--- config.mk ---
export PLATFORM = sky130hd
export DESIGN_NAME = cp0_exc_seq
export DESIGN_NICKNAME = d
export VERILOG_FILES = /design/src/rtl/cp0_pkg.sv /design/src/rtl/cp0_exc_seq.sv
export SDC_FILE = /design/constraint.sdc
export NUM_CORES = 1
export LEC_CHECK = 0
export CELL_PAD_IN_SITES_DETAIL_PLACEMENT = 0
export CELL_PAD_IN_SITES_GLOBAL_PLACEMENT = 2
export CORE_MARGIN = 8
export CORE_UTILIZATION = 41
export DETAILED_ROUTE_END_ITERATION = 10
export DONT_BUFFER_PORTS = 1
export HOLD_SLACK_MARGIN = 0.08
export PLACE_DENSITY_LB_ADDON = 0.3
export SLEW_MARGIN = 20
export SYNTH_ARGS = -nofsm -noshare
export SYNTH_HDL_FRONTEND = slang
export SYNTH_SLANG_ARGS = --single-unit
--- constraint.sdc ---
create_clock -name clk -period 1.8 [get_ports clk]
set_input_delay 0.18 -clock clk [delete_from_list [all_inputs] [get_ports clk]]
set_output_delay 0.18 -clock clk [all_outputs]
set_load 0.005 [all_outputs]
--- src/rtl/cp0_pkg.sv ---
// Shared CP0 definitions: flat register numbers, Status/Cause fields, sequencer states.
// Latency: n/a (constants, types and one pure function).
// Backpressure: n/a.
package cp0_pkg;

    localparam logic [5:0] CP0_BADVADDR = 6'd8;
    localparam logic [5:0] CP0_STATUS   = 6'd15;
    localparam logic [5:0] CP0_CAUSE    = 6'd16;
    localparam logic [5:0] CP0_EPC      = 6'd17;
    localparam logic [5:0] CP0_ERROREPC = 6'd37;

    localparam int ST_EXL     = 1;
    localparam int ST_ERL     = 2;
    localparam int ST_BEV     = 22;
    localparam int CA_BD      = 31;
    localparam int CA_EXC_LO  = 2;
    localparam int CA_EXC_HI  = 6;

    localparam logic [31:0] ST_EXL_M = 32'h0000_0002;
    localparam logic [31:0] ST_ERL_M = 32'h0000_0004;

    typedef enum logic [3:0] {
        S_IDLE  = 4'd0,
        X_RDST  = 4'd1,
        X_RDCA  = 4'd2,
        X_WEPC  = 4'd3,
        X_WBVA  = 4'd4,
        X_WCA   = 4'd5,
        X_WST   = 4'd6,
        X_REDIR = 4'd7,
        E_RDST  = 4'd8,
        E_RDEPC = 4'd9,
        E_WST   = 4'd10,
        E_REDIR = 4'd11
    } seq_state_t;

    typedef struct packed {
        logic [4:0]  code;
        logic [31:0] pc;
        logic        bd;
        logic [31:0] badva;
        logic        badva_vld;
    } exc_cap_t;

    // Optional write states are bypassed here so a skipped state costs no cycle.
    function automatic seq_state_t cp0_next_state(
        input seq_state_t cur,
        input logic       exc_req,
        input logic       eret_req,
        input logic       exl,
        input logic       badva_vld
    );
        seq_state_t nxt;
        nxt = S_IDLE;
        case (cur)
            S_IDLE: begin
                if (exc_req)       nxt = X_RDST;
                else if (eret_req) nxt = E_RDST;
                else               nxt = S_IDLE;
            end
            X_RDST:  nxt = X_RDCA;
            X_RDCA: begin
                if (!exl)          nxt = X_WEPC;
                else if (badva_vld) nxt = X_WBVA;
                else               nxt = X_WCA;
            end
            X_WEPC:  nxt = badva_vld ? X_WBVA : X_WCA;
            X_WBVA:  nxt = X_WCA;
            X_WCA:   nxt = X_WST;
            X_WST:   nxt = X_REDIR;
            X_REDIR: nxt = S_IDLE;
            E_RDST:  nxt = E_RDEPC;
            E_RDEPC: nxt = E_WST;
            E_WST:   nxt = E_REDIR;
            E_REDIR: nxt = S_IDLE;
            default: nxt = S_IDLE;
        endcase
        return nxt;
    endfunction

endpackage

--- src/rtl/cp0_exc_seq.sv ---
// Exception-entry / ERET sequencer owning the CP0 read and write ports.
// Latency: redirect 4 (ERET) or 5..7 (exception) cycles after the accept edge.
// Backpressure: busy stalls the pipeline; requests are only sampled while idle.
module cp0_exc_seq
    import cp0_pkg::*;
#(
    parameter logic [31:0] RST_VEC_EXC = 32'hBFC0_0380,
    parameter logic [11:0] EXC_OFFSET  = 12'h180
) (
    input  logic        clk,
    input  logic        res_n,
    input  logic        exc_req,
    input  logic [4:0]  exc_code,
    input  logic [31:0] exc_pc,
    input  logic        exc_bd,
    input  logic [31:0] exc_badva,
    input  logic        exc_badva_vld,
    input  logic        eret_req,
    input  logic [31:0] ebase,
    output logic [5:0]  cp0_rnum,
    input  logic [31:0] cp0_rdata,
    output logic        cp0_we,
    output logic [5:0]  cp0_wnum,
    output logic [31:0] cp0_wdata,
    output logic        busy,
    output logic        redir_vld,
    output logic [31:0] redir_pc
);

    seq_state_t  state;
    seq_state_t  state_nxt;
    exc_cap_t    cap;
    logic [31:0] st;
    logic [31:0] ca;
    logic [31:0] tgt;
    logic [31:0] cause_new;
    logic [31:0] exc_vec;
    logic        ebase_unused;

    assign ebase_unused = ^ebase[11:0];

    always_ff @(posedge clk or negedge res_n) begin
        if (!res_n) state <= S_IDLE;
        else        state <= state_nxt;
    end

    always_comb begin
        state_nxt = cp0_next_state(state, exc_req, eret_req, st[ST_EXL], cap.badva_vld);
    end

    // Request capture and the read half of each read-modify-write.
    always_ff @(posedge clk or negedge res_n) begin
        if (!res_n) begin
            cap <= '0;
            st  <= '0;
            ca  <= '0;
            tgt <= '0;
        end else begin
            if (state == S_IDLE && exc_req) begin
                cap.code      <= exc_code;
                cap.pc        <= exc_pc;
                cap.bd        <= exc_bd;
                cap.badva     <= exc_badva;
                cap.badva_vld <= exc_badva_vld;
            end
            if (state == X_RDST || state == E_RDST) st  <= cp0_rdata;
            if (state == X_RDCA)                    ca  <= cp0_rdata;
            if (state == E_RDEPC)                   tgt <= cp0_rdata;
        end
    end

    // A nested exception (EXL already set) keeps the original BD bit.
    always_comb begin
        cause_new                      = ca;
        cause_new[CA_EXC_HI:CA_EXC_LO] = cap.code;
        cause_new[CA_BD]               = st[ST_EXL] ? ca[CA_BD] : cap.bd;
    end

    assign exc_vec = st[ST_BEV] ? RST_VEC_EXC : {ebase[31:12], EXC_OFFSET};

    always_comb begin
        busy      = (state != S_IDLE);
        cp0_rnum  = '0;
        cp0_we    = 1'b0;
        cp0_wnum  = '0;
        cp0_wdata = '0;
        redir_vld = 1'b0;
        redir_pc  = '0;
        case (state)
            X_RDST, E_RDST: cp0_rnum = CP0_STATUS;
            X_RDCA:         cp0_rnum = CP0_CAUSE;
            X_WEPC: begin
                cp0_we    = 1'b1;
                cp0_wnum  = CP0_EPC;
                cp0_wdata = cap.pc;
            end
            X_WBVA: begin
                cp0_we    = 1'b1;
                cp0_wnum  = CP0_BADVADDR;
                cp0_wdata = cap.badva;
            end
            X_WCA: begin
                cp0_we    = 1'b1;
                cp0_wnum  = CP0_CAUSE;
                cp0_wdata = cause_new;
            end
            X_WST: begin
                cp0_we    = 1'b1;
                cp0_wnum  = CP0_STATUS;
                cp0_wdata = st | ST_EXL_M;
            end
            X_REDIR: begin
                redir_vld = 1'b1;
                redir_pc  = exc_vec;
            end
            E_RDEPC: cp0_rnum = st[ST_ERL] ? CP0_ERROREPC : CP0_EPC;
            E_WST: begin
                cp0_we    = 1'b1;
                cp0_wnum  = CP0_STATUS;
                cp0_wdata = st[ST_ERL] ? (st & ~ST_ERL_M) : (st & ~ST_EXL_M);
            end
            E_REDIR: begin
                redir_vld = 1'b1;
                redir_pc  = tgt;
            end
            default: ;
        endcase
    end

    a_rw_disjoint: assert property (@(posedge clk) disable iff (!res_n)
        !(cp0_we && cp0_rnum != 6'd0 && cp0_wnum == cp0_rnum));
    a_wr_quiet: assert property (@(posedge clk) disable iff (!res_n)
        !cp0_we |-> (cp0_wnum == 6'd0 && cp0_wdata == 32'd0));
    a_redir_pulse: assert property (@(posedge clk) disable iff (!res_n)
        redir_vld |=> !redir_vld);

endmodule
**Yosys cells after proc, flatten, opt, wreduce, memory -nomap -nowiden**

Index checks and enable logic that the tools add are counted.
W data, S select, Z words.

- Equality and inequality tests: 11
- Multiplexer cells: 15
- Reductions and logical operators: 8

Operators by type and width:

| cell | number |
|---|---|
| $pmux W32 S5 | 1 |
| $pmux W32 S2 | 1 |
| $pmux W4 S10 | 1 |
| $mux W32 | 1 |
| $pmux W5 S4 | 1 |
| $pmux W6 S3 | 1 |
| $eq A4 B3 Y1 const B | 4 |
| $eq A4 B4 Y1 const B | 4 |
| $eq A4 B2 Y1 const B | 2 |
| $mux W4 | 2 |
| $mux W6 | 1 |
| $reduce_or A2 Y1 | 3 |
| $reduce_or A5 Y1 | 1 |
| $eq A4 B1 Y1 const B | 1 |
| $logic_not A4 Y1 | 1 |
| $mux W1 | 4 |
| $reduce_bool A4 Y1 | 1 |
| $mux W3 | 1 |
| $mux W2 | 1 |
| $logic_and A1 B1 Y1 | 1 |
| $logic_or A1 B1 Y1 | 1 |

- Flip-flop bits (word level): 171
- Input bits: 139
- Output and inout port bits: 79
- Word-level logic and storage cells: 43

**Longest topological paths before layout**

- Depth in word-level cells: 3
- Mapped depth: 7
- Depth with buffers taken out: 4

**Worst setup path before layout**

No wires, ideal clock.

- Path kind: register -> output
- From: reg state[3]
- To: out cp0_wdata[11]
- Arrival: 1.505 ns
- Required time: 1.620 ns
- Path slack: 0.115 ns
- Cell stages (with the launch flop): 8
- Buffers on the path: 3
- Cells stage by stage: dfrtp_1 > buf_6 > nand2b_1 > buf_2 > nor3_2 > buf_4 > a22oi_1 > o21ai_0

- Word-level cells in the longest chain between the ends: 2
- Elaborated cells on any way between the ends: 6
- Those cells by class: 5 x eq/ne; 1 x mux

Ends and longest elaborated chain:

| what | line | RTL |
|---|---|---|
| from (decl) | cp0_exc_seq.sv:30 | `seq_state_t state;` |
| from (signal assigned) | cp0_exc_seq.sv:44 | `else state <= state_nxt;` |
| $eq A4 B4 Y1, or another cell as far along | cp0_exc_seq.sv:89 | `case (state)` |
| $pmux W32 S5 * | cp0_exc_seq.sv:89 |  |
| to (decl) | cp0_exc_seq.sv:24 | `output logic [31:0] cp0_wdata,` |

Mark *: on every way between the ends. The rest lies on a longest branch, timed or not.

**Worst setup path in the final report**

- From: reg state[3]
- To: out cp0_wdata[22]

Same word-level chain as after synthesis.

==> impl_metrics.tcl <==
set metrics [dict create \
    synth_top_area_share_pct 54.3 \
    crit_top_cell "buf_12" \
    cts_hold_buf 105 \
    synth.avg_cell_area_sq_um 13.2 \
    place_congestion 0.803 \
    crit_buf_inv 3 \
    ys_ff_latch 166 \
    layout.nets 890 \
    synth.top_cells.by_area "dfrtp_1 (54%), mux2_2 (19%), a22oi_1 (6.0%)" \
    min_period_over_period_pct 116 \
    yosysWarnings 0 \
    grt-ovfl-total 0 \
    worst_hold_slack_ns -0.553 \
    synth_commonest_cells "dfrtp_1 (166), mux2_2 (131), a22oi_1 (61), o21ai_0 (41), mux2_4 (28)" \
    cp_slowest_stage_delay_ns 0.45 \
    layout_min_cycle_time_ns 2.08 \
    die_w_um 153 \
    p_leak_nw 4.84 \
    ant_nets 0 \
    design.core.area_sq_mm 0.0185 \
    crit_type "reg2out" \
    grt_pass1_wl_mm 35.9 \
    preCtsSetupSlack_ns -0.0428 \
    wl_per_cell_um 23.9 \
    dr.pass1.iters 4 \
    vias 5515 \
    hold_viol 166 \
    cp_slowest_cell "dfrtp_2" \
    clkLatencyLatePin_ns 0.43 \
    io_pins 218 \
    setup_viol 84 \
    grtUsageTotal_pct 19.8 \
    critPathMaxFanout 7 \
    crit_chain "nand2b_4 > buf_6 > a21oi_4 > buf_12 > buf_12 > a22oi_2 > o21ai_2" \
    grt_pass1_vias 6196 \
    power_density_mw_per_mm2 1770 \
    routed_via_density 5.53 \
    io_buffer_count 0 \
    path_delay_family "flip-flops" \
    peakVddDrop_uv 769 \
    cts_buffer_depth 2 \
    clock_sinks 166 \
    start_util_pct 41.3 \
    cp.required_ns 1.62 \
    rows 50 \
    async_reset_ff_share_pct 100 \
    drt_iter0_drc 229 \
    netlist_area_sq_mm 0.00765 \
    cts-root-buf "clkbuf_16" \
    clock_skew_ns 0.0120 \
    endpoint_kind "primary output" \
    grt_max_degree 167 \
    syn-num-nets 719 \
    n_fill_cell 1440 \
    numCtsBuffers 17 \
    path_clk_slew_ns 0.07 \
    area_growth_syn_to_layout_pct 45.2 \
    synth-edff-count 0 \
    synth_area_leader_cell "dfrtp_1" \
    start_kind "register" \
    rsz0062_at_grt "true" \
    dp_hpwl_mm 14.7 \
    ys_seq_area_share_pct 54.3 \
    yosysMostFrequentCell "dfrtp_1" \
    final_layout_size_suffix_gt1_share_pct 53.9 \
    synth_flop_cell "dfrtp_1" \
    drc 0 \
    antenna_cells 0 \
    maxCapViolCount 0 \
    synth_cell_types 44 \
    status "finished, violations left" \
    hp-class "in2async" \
    die_height_um 153 \
    setup_slack_ns -0.280 \
    arrival_ns 1.90 \
    htreeDepth 4 \
    die-area_sq_mm 0.0233 \
    cts_tree "done" \
    syn_inst 580 \
    fmax_ghz 0.481 \
    failed_checks "hold timing, setup timing" \
    wl_mm 23.8 \
    drv_slew 0 \
    antenna_found_initial 2 \
]
## repair_timing
| item | 4_1_cts | 5_1_grt |
|---|---|---|
| gates cloned | 4 | 8 |
| gates resized for setup | 151 | 86 |
| hold endpoints to repair | 329 | 166 |
| setup buffers | 25 | 18 |
| endpoints found under the setup margin | 76 | 152 |
| pin swaps | 13 | 26 |
## logic make-up (layout without fill, tap and decap cells)
kind of cell    count (synthesis)  in the layout  share of synthesized area [%]
flops                         166            166                           54.3
mux                           164            164                           25.5
compound gates                130            130                           11.4
simple gates                   68             68                           4.71
buf+inv                        50            233                           3.89
other cells                     1              1                         0.0490
xor+xnor                        1              1                          0.115
## where the power goes
part	internal, W	switching [W]
clock	0.00208	0.00164
combinational	0.00501	0.00407
sequential	0.00561	0.00129
## final cells by class
cell class                      count  area [sq um]  share of cell area, %
Clock inverter                     14           168                   1.51
Sequential cell                   166          4160                   37.5
Tap cell                          234           293                   2.64
Clock buffer                       17           425                   3.83
Timing Repair Buffer              196          2210                   19.9
Inverter                            6          22.5                  0.203
Multi-Input combinational cell    364          3830                   34.5
## path summary, 6_finish.rpt
path,endpoint,cells past startpoint,from,slack (ns)
worst min-delay path,cap[20],0,res_n,-0.55
worst min register to register,tgt[2],1,tgt[2],0.48
worst max-delay path,cp0_wdata[22],7,state[3],-0.28
worst max register to register,st[23],7,state[3],-0.14
min in group clk,state[0],3,exc_req,0.16
max in group asynchronous,cap[38],0,res_n,1.99
## sequential cells by signal (all words and copies together) (netlist names)
register,cells
cap,71
tgt,32
st,32
ca,27
state,4
## through the flow
stage	cell area (sq um)	utilization, %	cells	TNS (ns)	power (W)
2_1_floorplan	7650	-	580	0	0.0112
3_3_place_gp	8170	44.1	813	-0.00559	0.0131
3_5_place_dp	8170	44.1	813	-0.112	0.0133
4_1_cts	10600	57.1	977	-12.94	0.0189
5_1_grt	11100	59.9	997	-19.10	0.0208
6_report	11100	59.9	997	-14.22	0.0197
## metal layers
metal | vias up | share of wire (%) | wire length [um] | track usage [%]
met2 | 170 | 49 | 11700 | 32.0
li1 | 2466 | - | - | -
met3 | 30 | 5.8 | 1380 | 6.32
met5 | - | 0.11 | 27 | 0
met1 | 2845 | 44 | 10400 | 25.0
met4 | 4 | 1.2 | 289 | 5.51
## layout by cell type (no fill, tap or decap), drive strengths merged, types with 6 or more instances in the layout
cell type / count
o21ai: 45
nand2: 17
inv: 13
dfrtp: 166
a21oi: 6
dlygate4sd3: 105
a22o: 11
and2: 10
a22oi: 61
buf: 86
clkbuf: 22
nor2: 20
nand2b: 6
mux2: 163
No activity file was read; power rests on OpenSTA's default activity.
